`src/rtl/dmem_arbiter_pkg.sv`:
```
// Shared types for the data-memory arbiter: FSM states, read-owner tags and the
// request bundle used on the core, loader and memory sides.
package dmem_arbiter_pkg;

    localparam int DMEM_AW = 9;
    localparam int DMEM_DW = 32;

    typedef enum logic {
        CORE_PRI,
        LD_FORCE
    } arb_state_e;

    typedef enum logic [1:0] {
        OWN_NONE,
        OWN_CORE,
        OWN_LD
    } rd_owner_e;

    typedef struct packed {
        logic               rd;
        logic               wr;
        logic [DMEM_AW-1:0] addr;
        logic [DMEM_DW-1:0] wdata;
        logic [2:0]         func3;
    } dmem_req_t;

endpackage

```
`src/rtl/dmem_arbiter_req_mux.sv`:
```
// Combinational 2:1 select of the request bundle driven onto the memory port;
// an idle (all-zero) bundle is presented when neither side holds the grant.
module dmem_req_mux
    import dmem_arbiter_pkg::*;
(
    input  dmem_req_t i_core,
    input  dmem_req_t i_ld,
    input  logic      i_grant_core,
    input  logic      i_grant_ld,
    output dmem_req_t o_mem
);

    always_comb begin
        o_mem = '0;
        if (i_grant_core) begin
            o_mem = i_core;
        end else if (i_grant_ld) begin
            o_mem = i_ld;
        end
    end

endmodule

```
`src/rtl/dmem_arbiter.sv`:
```
// Shares the data-memory port between the MEM stage and the loader: core first,
// with a starvation counter that forces one loader grant after a run of conflicts.
module dmem_arbiter
    import dmem_arbiter_pkg::*;
#(
    // Address/data widths must match the package bundle widths.
    parameter int DM_ADDRESS = DMEM_AW,
    parameter int DATA_W     = DMEM_DW,
    parameter int STARVE_LIM = 4
) (
    input  logic                  clk,
    input  logic                  reset,
    input  logic                  core_rd,
    input  logic                  core_wr,
    input  logic [DM_ADDRESS-1:0] core_addr,
    input  logic [DATA_W-1:0]     core_wdata,
    input  logic [2:0]            core_func3,
    output logic                  core_stall,
    output logic [DATA_W-1:0]     core_rdata,
    input  logic                  ld_valid,
    input  logic                  ld_we,
    input  logic [DM_ADDRESS-1:0] ld_addr,
    input  logic [DATA_W-1:0]     ld_wdata,
    input  logic [2:0]            ld_func3,
    output logic                  ld_ready,
    output logic                  ld_rvalid,
    output logic [DATA_W-1:0]     ld_rdata,
    output logic                  mem_rd,
    output logic                  mem_wr,
    output logic [DM_ADDRESS-1:0] mem_addr,
    output logic [DATA_W-1:0]     mem_wdata,
    output logic [2:0]            mem_func3,
    input  logic [DATA_W-1:0]     mem_rdata
);

    localparam logic [3:0] LIM_M1 = 4'(STARVE_LIM - 1);

    arb_state_e r_state;
    arb_state_e w_next_state;
    logic [3:0] r_starve_cnt;
    logic [3:0] w_next_cnt;
    rd_owner_e  r_rd_owner;
    rd_owner_e  w_next_owner;

    logic       w_core_any;
    logic       w_grant_core;
    logic       w_grant_ld;
    dmem_req_t  w_core_req;
    dmem_req_t  w_ld_req;
    dmem_req_t  w_mem_req;

    assign w_core_any = core_rd | core_wr;

    // A simultaneous rd+wr from the core is treated as a write.
    assign w_core_req = '{rd: core_rd & ~core_wr, wr: core_wr, addr: core_addr,
                          wdata: core_wdata, func3: core_func3};
    assign w_ld_req   = '{rd: ~ld_we, wr: ld_we, addr: ld_addr,
                          wdata: ld_wdata, func3: ld_func3};

    always_ff @(posedge clk or negedge reset) begin
        if (!reset) begin
            r_state      <= CORE_PRI;
            r_starve_cnt <= '0;
            r_rd_owner   <= OWN_NONE;
        end else begin
            r_state      <= w_next_state;
            r_starve_cnt <= w_next_cnt;
            r_rd_owner   <= w_next_owner;
        end
    end

    always_comb begin
        w_next_state = r_state;
        w_next_cnt   = r_starve_cnt;
        w_grant_core = 1'b0;
        w_grant_ld   = 1'b0;
        case (r_state)
            CORE_PRI: begin
                if (w_core_any) begin
                    w_grant_core = 1'b1;
                    if (ld_valid) begin
                        w_next_cnt = r_starve_cnt + 4'd1;
                        if (r_starve_cnt == LIM_M1) begin
                            w_next_state = LD_FORCE;
                        end
                    end
                end else if (ld_valid) begin
                    w_grant_ld = 1'b1;
                    w_next_cnt = '0;
                end
            end
            LD_FORCE: begin
                // Forced slot lasts exactly one cycle, even if the loader withdrew.
                w_next_state = CORE_PRI;
                w_next_cnt   = '0;
                if (ld_valid) begin
                    w_grant_ld = 1'b1;
                end else begin
                    w_grant_core = w_core_any;
                end
            end
            default: begin
                w_next_state = CORE_PRI;
                w_next_cnt   = '0;
            end
        endcase
    end

    always_comb begin
        w_next_owner = OWN_NONE;
        if (w_grant_core && w_core_req.rd) begin
            w_next_owner = OWN_CORE;
        end else if (w_grant_ld && w_ld_req.rd) begin
            w_next_owner = OWN_LD;
        end
    end

    dmem_req_mux u_req_mux (
        .i_core       (w_core_req),
        .i_ld         (w_ld_req),
        .i_grant_core (w_grant_core),
        .i_grant_ld   (w_grant_ld),
        .o_mem        (w_mem_req)
    );

    assign mem_rd     = w_mem_req.rd;
    assign mem_wr     = w_mem_req.wr;
    assign mem_addr   = w_mem_req.addr;
    assign mem_wdata  = w_mem_req.wdata;
    assign mem_func3  = w_mem_req.func3;

    assign core_stall = w_core_any & ~w_grant_core;
    assign ld_ready   = w_grant_ld;
    assign ld_rvalid  = (r_rd_owner == OWN_LD);
    assign ld_rdata   = mem_rdata;
    assign core_rdata = mem_rdata;

endmodule

```
`config.mk`:
```
export PLATFORM = sky130hd
export DESIGN_NAME = dmem_arbiter
export DESIGN_NICKNAME = d
export VERILOG_FILES = /design/src/rtl/dmem_arbiter_pkg.sv /design/src/rtl/dmem_arbiter_req_mux.sv /design/src/rtl/dmem_arbiter.sv
export SDC_FILE = /design/constraint.sdc
export NUM_CORES = 1
export LEC_CHECK = 0
export ABC_AREA = 1
export BUFFER_PORTS_ARGS = -buffer_cell sky130_fd_sc_hd__clkbuf_2
export CAP_MARGIN = 10
export CORE_AREA = 2 2 92 94
export DETAILED_ROUTE_END_ITERATION = 16
export DIE_AREA = 0 0 94 96
export PLACE_DENSITY = 0.65
export RECOVER_POWER = 50
export SKIP_CTS_REPAIR_TIMING = 1
export SLEW_MARGIN = 0
export SYNTH_ARGS = -nofsm -noshare
export SYNTH_HDL_FRONTEND = slang
export SYNTH_SLANG_ARGS = --single-unit
```
`constraint.sdc`:
```
create_clock -name clk -period 1.42 [get_ports clk]
set_input_delay 0.284 -clock clk [delete_from_list [all_inputs] [get_ports clk]]
set_output_delay 0.284 -clock clk [all_outputs]
set_load 0.005 [all_outputs]
```
==> impl_metrics.env, run 1 <==
export IMPL_rsz0062_at_grt="yes"
export IMPL_slowest_delay_ps=440
export IMPL_p_per_area_nw_per_um2=624
export IMPL_startpoint="r_state"
export IMPL_fin_ws_ps=-190
export IMPL_place_hpwl_um=4610
export IMPL_diodes=0
export IMPL_r2r_slack_ps=250
export IMPL_hold_class="input pin to flip-flop"
export IMPL_area_growth_pct=46.7
export IMPL_placementRows=33
export IMPL_crit_end="mem_wdata[14]"
export IMPL_synth_nets=386
export IMPL_routed_wl_um=5790
export IMPL_slew_violations=0
export IMPL_max_cap_viol_count=0
export IMPL_cp_required_ps=1140
export IMPL_cp_arrival_ps=1330
export IMPL_avgSynthCellArea_um2=5.95
export IMPL_post_route_util_pct=28.1
export IMPL_setup_viol=48
export IMPL_timing_rr_end="r_starve_cnt[2]"
export IMPL_min_period_ps=1610
export IMPL_worst_setup_path_start_kind="flip-flop"
export IMPL_synth_warnings=0
export IMPL_synth_largest_area_cell="buf_4"
export IMPL_run_status="finished, violations left"
export IMPL_drt_pass1_iterations=4
export IMPL_vias_per_cell=4.11
export IMPL_ys_ff_latch=7
export IMPL_drive_above_1_share_pct=57.6
export IMPL_crit_slowest_cell="dfrtp_2"
export IMPL_chipHeight_um=96
export IMPL_layout_nets=477
export IMPL_die_area_um2=9020
export IMPL_yosysTopAreaCellShare_pct=31.2
export IMPL_power_leakage_uw=0.00143
export IMPL_period_share_pct=113
export IMPL_worstPathCellList="nand2_4 -> buf_12 -> clkbuf_16 -> nand3_2 -> nand2_1 -> buf_2"
export IMPL_endpoint_kind="output port"
export IMPL_worstSetupPathType="flip-flop to output port"
export IMPL_syn_inst=259
export IMPL_grt_start_max_net_pins=33
export IMPL_insertion_delay_ps=230
export IMPL_synth_seq_area_share_pct=11.4
export IMPL_antenna_left=0
export IMPL_violations="negative setup slack"
export IMPL_yosys_top_cells_area="buf_4 31%, nand2_1 21%, nand3_1 16%"
export IMPL_start_util_pct=19.1
export IMPL_grt_pass1_vias=1575
export IMPL_cts_tree="built"
export IMPL_hold_viol=0
export IMPL_slew_headroom_pct=87.4
export IMPL_core_area_um2=8050
export IMPL_antenna_found_initial=0
export IMPL_tightestPinTransition_ps=189
export IMPL_max_freq_mhz=621
export IMPL_root_buffer="clkbuf_8"
export IMPL_grt_pass1_wl_um=7330
export IMPL_ios=239
export IMPL_gp_congestion=0.672
export IMPL_route_vias_total=1867
export IMPL_grt_usage_pct=10.3
export IMPL_io_buffers=142
export IMPL_clk_pin_slew_ps=40
export IMPL_clock_sinks=7
export IMPL_power_total_uw=1410
export IMPL_crit_path_max_fanout=7
export IMPL_drt_iter0_drc=33
export IMPL_die_w_um=94
export IMPL_regToRegStartpoint="r_state"
export IMPL_regArea_um2=176
export IMPL_reg2regPathDepth=6
export IMPL_met2_length_um=2880
export IMPL_routed_top_layer="met4"
export IMPL_cts_max_path_buffers=2
export IMPL_grt_ovfl_total=0
export IMPL_drc=0
export IMPL_cts_buffers_inserted=3
export IMPL_wl_per_cell_um=12.8
export IMPL_m1WireLength_um=2310
export IMPL_final_fill_count=904
export IMPL_wl_met3_um=564
export IMPL_ir_worst_vdd_mv=0.361
export IMPL_fin_skew_ps=0.731
export IMPL_min_path_cells=2
export IMPL_synth_area_um2=1540
export IMPL_multi_input_area_um2=857
export IMPL_cts_max_level=1
export IMPL_synth_distinct_cells=18
## registers in the layout, summed over array words and instances (netlist names)
register      cells
r_state           1
r_rd_owner        2
r_starve_cnt      4
## how the worst min path moves through the flow
| stage | from | endpoint |
|---|---|---|
| finish | ld_we | r_rd_owner[1] |
| global route | ld_we | r_rd_owner[1] |
| CTS | reset | r_starve_cnt[3] |
| detailed placement | reset | r_starve_cnt[1] |
| global placement | reset | r_starve_cnt[0] |
| floorplan | reset | r_rd_owner[0] |
## placed cells by master (no fill, tap or decap)
cell type,Yosys,final
nor3_1,1,1
nand3_1,49,36
o21ai_1,0,1
buf_8,0,2
dfrtp_1,7,6
dlygate4sd3_1,0,1
nor2_8,1,1
buf_2,8,17
inv_2,1,1
buf_4,64,7
a21oi_1,2,2
nor2_4,1,1
nand2_4,0,3
nand2_1,88,80
o21ai_0,2,1
nor2_2,1,1
ha_1,1,1
clkbuf_2,0,124
nand2_2,11,16
nor2_1,10,10
buf_12,1,6
nand3_2,0,13
buf_6,3,2
clkbuf_16,0,3
dfrtp_2,0,1
inv_1,8,8
clkbuf_8,0,3
clkbuf_1,0,1
## cells in the mapped netlist (all sizes together)
cell	n
buf	76
nand2	99
o21ai	2
nand3	49
dfrtp	7
a21oi	2
inv	9
nor3	1
ha	1
nor2	13
## critical path: cells and delay by family (launching register included)
| family | cells | cell delay (ps) |
|---|---|---|
| flops | 1 | 440 |
| buf+inv | 3 | 400 |
| simple gates | 3 | 250 |
## cells by family (layout without fill, tap and decap cells)
kind of cell / Yosys count / count (layout) / synth area share [%]
buffers and inverters: 85 / 175 / 39.5
AND/OR/NAND/NOR: 162 / 162 / 47.0
AO/OA/AOI/OAI: 4 / 4 / 1.30
adder cells (fa/ha/maj): 1 / 1 / 0.812
flip-flops: 7 / 7 / 11.4
## routing by layer
layer,global-route usage [%],vias up
met5,0,-
met2,18.9,123
met3,2.35,6
li1,-,930
met4,2.05,0
met1,12.3,808
## power breakdown
part           total (µW)  switching [µW]  leakage, µW  internal (µW)
sequential            303            48.4    0.0000906            254
combinational         828             410      0.00132            418
clock                 280            85.5    0.0000228            194
total                1410             544      0.00143            867
## layout make-up
| class | count | area share [%] |
|---|---|---|
| clock buffers | 4 | 1.99 |
| repair buffers | 162 | 45.0 |
| multi-input cells | 167 | 37.9 |
| flip-flops and latches | 7 | 7.81 |
| inverters | 9 | 1.50 |
| well taps | 105 | 5.81 |
## through the flow
step	worst slack, ps	TNS [ps]	instance area, µm²	cells	hold WS [ps]
final	-190	-7120	2260	454	248
after global routing	-267	-10650	2260	454	265
after CTS	-297	-9160	2010	447	-105
after detailed placement	-203	-3020	1970	443	133
after global placement	-166	-1390	1970	443	127
after floorplan	220	0	1540	259	-11.6
Note: power is estimated with default switching activity, not from simulation.
==> run 2: changes to the inputs <==
clock period = 1.7 ns   (was 1.42 ns; I/O delays follow)
==> impl_metrics.env, run 2 (synthesized netlist as in run 1, its figures left out) <==
export IMPL_fin_ws_ps=32.5
export IMPL_pre_cts_ws_ps=-23.8
export IMPL_grt_pass1_wl_um=6820
export IMPL_crit_path_max_fanout=14
export IMPL_routed_wl_um=5660
export IMPL_chipHeight_um=96
export IMPL_ir_worst_vdd_mv=0.329
export IMPL_ios=239
export IMPL_worst_setup_path_start_kind="flip-flop"
export IMPL_p_per_area_nw_per_um2=549
export IMPL_max_freq_mhz=600
export IMPL_cts_buffers_inserted=3
export IMPL_die_area_um2=9020
export IMPL_vias_per_cell=4.13
export IMPL_clk_pin_slew_ps=40
export IMPL_insertion_delay_ps=230
export IMPL_seqPwrFrac_pct=21.9
export IMPL_p_sw_share_pct=38.7
export IMPL_p_switching_uw=438
export IMPL_grt_pass1_vias=1470
export IMPL_area_growth_pct=33.9
export IMPL_cp_arrival_ps=1330
export IMPL_tightestPinTransition_ps=178
export IMPL_antenna_left=0
export IMPL_clkPwrFrac_pct=20.5
export IMPL_antenna_found_initial=0
export IMPL_combPwrFrac_pct=57.7
export IMPL_diodes=0
export IMPL_setup_viol=0
export IMPL_place_hpwl_um=4400
export IMPL_post_route_util_pct=25.6
export IMPL_slew_headroom_pct=88.1
export IMPL_core_area_um2=8050
export IMPL_io_buffers=142
export IMPL_grt_usage_pct=9.72
export IMPL_mostFrequentLayoutCells="141 x clkbuf_2, 82 x nand2_1, 49 x nand3_1"
export IMPL_final_common_cell="clkbuf_2"
export IMPL_wl_per_cell_um=12.7
export IMPL_cts_max_path_buffers=2
export IMPL_clock_sinks=7
export IMPL_run_status="finished clean"
export IMPL_cts_max_level=1
export IMPL_largest_reg_flops=4
export IMPL_final_area_um2=2060
export IMPL_max_cap_viol_count=0
export IMPL_start_util_pct=19.1
export IMPL_placed_area_um2=1890
export IMPL_fin_hold_ws_ps=300
export IMPL_top_register="r_starve_cnt"
export IMPL_period_share_pct=98.1
export IMPL_slew_violations=0
export IMPL_route_vias_total=1840
export IMPL_drt_iter0_drc=37
export IMPL_final_fill_count=918
export IMPL_endpoint_kind="output port"
export IMPL_hold_class="input pin to flip-flop"
export IMPL_drt_pass1_iterations=4
export IMPL_internal_power_uw=693
export IMPL_min_period_ps=1670
export IMPL_rsz0062_at_grt="yes"
export IMPL_root_buffer="clkbuf_8"
export IMPL_grt_ovfl_total=0
export IMPL_cp_required_ps=1360
export IMPL_grt_start_max_net_pins=37
export IMPL_drc=0
export IMPL_reg_top3="r_starve_cnt (4), r_rd_owner (2), r_state (1)"
export IMPL_drive_above_1_share_pct=52.4
export IMPL_gp_congestion=0.674
export IMPL_hold_viol=0
export IMPL_die_w_um=94
export IMPL_layout_nets=468
export IMPL_placementRows=33
export IMPL_cts_tree="built"
export IMPL_worstSetupPathType="flip-flop to output port"
export IMPL_power_leakage_uw=0.00131
export IMPL_fin_skew_ps=4.55
[run 2: cell count changes in the layout (fill, tap and decap cells not counted), sizes merged]
cell	before	now
buf	34	9
clkbuf	131	147
[run 2: worst paths after layout]
kind / end / slack (ps) / from / depth (start not counted)
setup / recovery: mem_wdata[0] / 30 / r_state / 6
hold / removal: r_rd_owner[1] / 300 / ld_we / 2
setup reg to reg: r_starve_cnt[2] / 640 / r_state / 5
hold reg to reg: r_starve_cnt[1] / 520 / r_starve_cnt[1] / 2
max in group asynchronous: r_state / 1030 / reset / 2
min in group asynchronous: r_starve_cnt[0] / 480 / reset / 2
[run 2: layout make-up]
type                    count  area, µm²  share of cell area, %
clock buffers               4       45.0                   2.18
inverters                   9       33.8                   1.64
multi-input cells         167        785                   38.0
flip-flops and latches      7        176                   8.56
well taps                 105        131                   6.37
repair buffers            153        891                   43.2
[run 2: worst max-delay path, cell delays in order, from the launching register on]
cell and delay, ps:
dfrtp_2 440, nor2_4 170, nor2_8 70, buf_12 150
nand2_1 70, nand2_2 80, buf_6 130
[run 2: stage by stage]
step	total power, µW	TNS (ps)	instances
6_report	1130	0	445
5_1_grt	1240	-158	445
4_1_cts	1100	-304	440
3_5_place_dp	856	-63.2	436
3_3_place_gp	847	-19.3	436
2_1_floorplan	672	0	259
[run 2: routing by layer]
layer | part of all wire [%] | vias to the layer above | GRT usage [%]
met5 | 0 | - | 0
met3 | 10 | 6 | 2.51
met1 | 39 | 796 | 10.8
met2 | 50 | 123 | 18.4
li1 | - | 915 | -
met4 | 0.74 | 0 | 2.42
[run 2: power by group through the flow]
stage	Sequential (µW)	Combinational [µW]	Clock, µW
floorplan	242	429	0
global placement	248	600	0
detailed placement	249	607	0
CTS	247	614	238
global route	256	735	246
finish	248	652	231
==> run 3: changes to the inputs <==
clock period = 1.9 ns   (was 1.7 ns; I/O delays follow)
==> impl_metrics.env, run 3 (synthesized netlist as in run 1, its figures left out) <==
export IMPL_top_register="r_starve_cnt"
export IMPL_endpoint_kind="output port"
export IMPL_hold_viol=0
export IMPL_hold_class="input pin to async pin"
export IMPL_drt_pass1_iterations=4
export IMPL_area_growth_pct=25.9
export IMPL_p_per_area_nw_per_um2=500
export IMPL_grt_pass1_wl_um=6910
export IMPL_min_period_ps=1800
export IMPL_worst_setup_path_start_kind="flip-flop"
export IMPL_antenna_left=0
export IMPL_drt_iter0_drc=48
export IMPL_max_cap_viol_count=0
export IMPL_cp_arrival_ps=1420
export IMPL_grt_ovfl_total=0
export IMPL_max_freq_mhz=557
export IMPL_cts_buffers_inserted=3
export IMPL_grt_start_max_net_pins=37
export IMPL_fin_skew_ps=0.712
export IMPL_grt_pass1_vias=1461
export IMPL_drc=0
export IMPL_clock_sinks=7
export IMPL_worstSetupPathType="flip-flop to output port"
export IMPL_antenna_found_initial=0
export IMPL_fin_ws_ps=104
export IMPL_cts_max_level=1
export IMPL_cts_tree="built"
export IMPL_core_area_um2=8050
export IMPL_power_leakage_uw=0.00126
export IMPL_insertion_delay_ps=230
export IMPL_cp_required_ps=1520
export IMPL_setup_viol=0
export IMPL_die_w_um=94
export IMPL_start_util_pct=19.1
export IMPL_period_share_pct=94.5
export IMPL_cts_max_path_buffers=2
export IMPL_slew_headroom_pct=74.6
export IMPL_run_status="finished clean"
export IMPL_rsz0062_at_grt="no"
export IMPL_pre_cts_ws_ps=73.9
export IMPL_grt_usage_pct=9.98
export IMPL_chipHeight_um=96
export IMPL_crit_path_max_fanout=36
export IMPL_final_common_cell="clkbuf_2"
export IMPL_drive_above_1_share_pct=49.6
export IMPL_gp_congestion=0.670
export IMPL_routed_wl_um=5230
export IMPL_placementRows=33
export IMPL_ir_worst_vdd_mv=0.295
export IMPL_layout_nets=463
export IMPL_fin_hold_ws_ps=40.6
export IMPL_route_vias_total=1774
export IMPL_crit_slowest_cell="dfrtp_2"
export IMPL_post_route_util_pct=24.1
export IMPL_slowest_delay_ps=430
export IMPL_place_hpwl_um=4410
export IMPL_diodes=0
export IMPL_clk_pin_slew_ps=40
export IMPL_reg_top3="r_starve_cnt (4), r_rd_owner (2), r_state (1)"
export IMPL_die_area_um2=9020
export IMPL_mostFrequentLayoutCells="141 x clkbuf_2, 88 x nand2_1, 49 x nand3_1"
export IMPL_root_buffer="clkbuf_8"
export IMPL_ios=239
export IMPL_wl_per_cell_um=11.9
export IMPL_tightestPinTransition_ps=382
export IMPL_slew_violations=0
export IMPL_largest_reg_flops=4
export IMPL_worstPathCellList="nand2_2 -> buf_12 -> nand3_1 -> nand2_1 -> clkbuf_2"
export IMPL_vias_per_cell=4.03
export IMPL_finalSetupTns_ps=0
export IMPL_io_buffers=142
[run 3: layout make-up]
class | count | area, µm²
Clock buffer | 4 | 45.0
Multi-Input combinational cell | 167 | 757
Tap cell | 105 | 131
Fill cell | 961 | 6110
Inverter | 9 | 33.8
Timing Repair Buffer | 148 | 796
Sequential cell | 7 | 176
[run 3: final timing paths]
kind | from | endpoint | slack [ps] | cells past startpoint
max | r_state | mem_wdata[30] | 100 | 5
min | reset | r_starve_cnt[2] | 40 | 1
max reg2reg | r_state | r_starve_cnt[2] | 840 | 5
min reg2reg | r_starve_cnt[1] | r_starve_cnt[1] | 510 | 2
max in group asynchronous | reset | r_state | 1560 | 1
min in group clk | ld_we | r_rd_owner[1] | 320 | 2
[run 3: critical path: cells and delay by family, from the launching register on]
family | cells | cell delay (ps)
buffers and inverters | 2 | 350
flip-flops | 1 | 430
AND/OR/NAND/NOR | 3 | 400
[run 3: where the power goes]
group	leakage [µW]	switching [µW]	internal, µW	total [µW]
logic	0.00114	278	256	534
registers	0.0000906	30.7	190	221
clock network	0.0000228	68.5	146	214
[run 3: stage by stage]
step                power (µW)  instance area (µm²)  std cells
floorplan                  601                 1540        259
global placement           754                 1890        436
detailed placement         765                 1890        436
CTS                        979                 1940        440
global route              1070                 1940        440
finish                     969                 1940        440
[run 3: metal layers]
layer,global-route usage (%),wire (µm),vias up
li1,-,-,899
met1,11.7,2020,746
met2,18.4,2610,121
met3,2.43,543,8
met4,2.05,51,0
met5,0,0,-
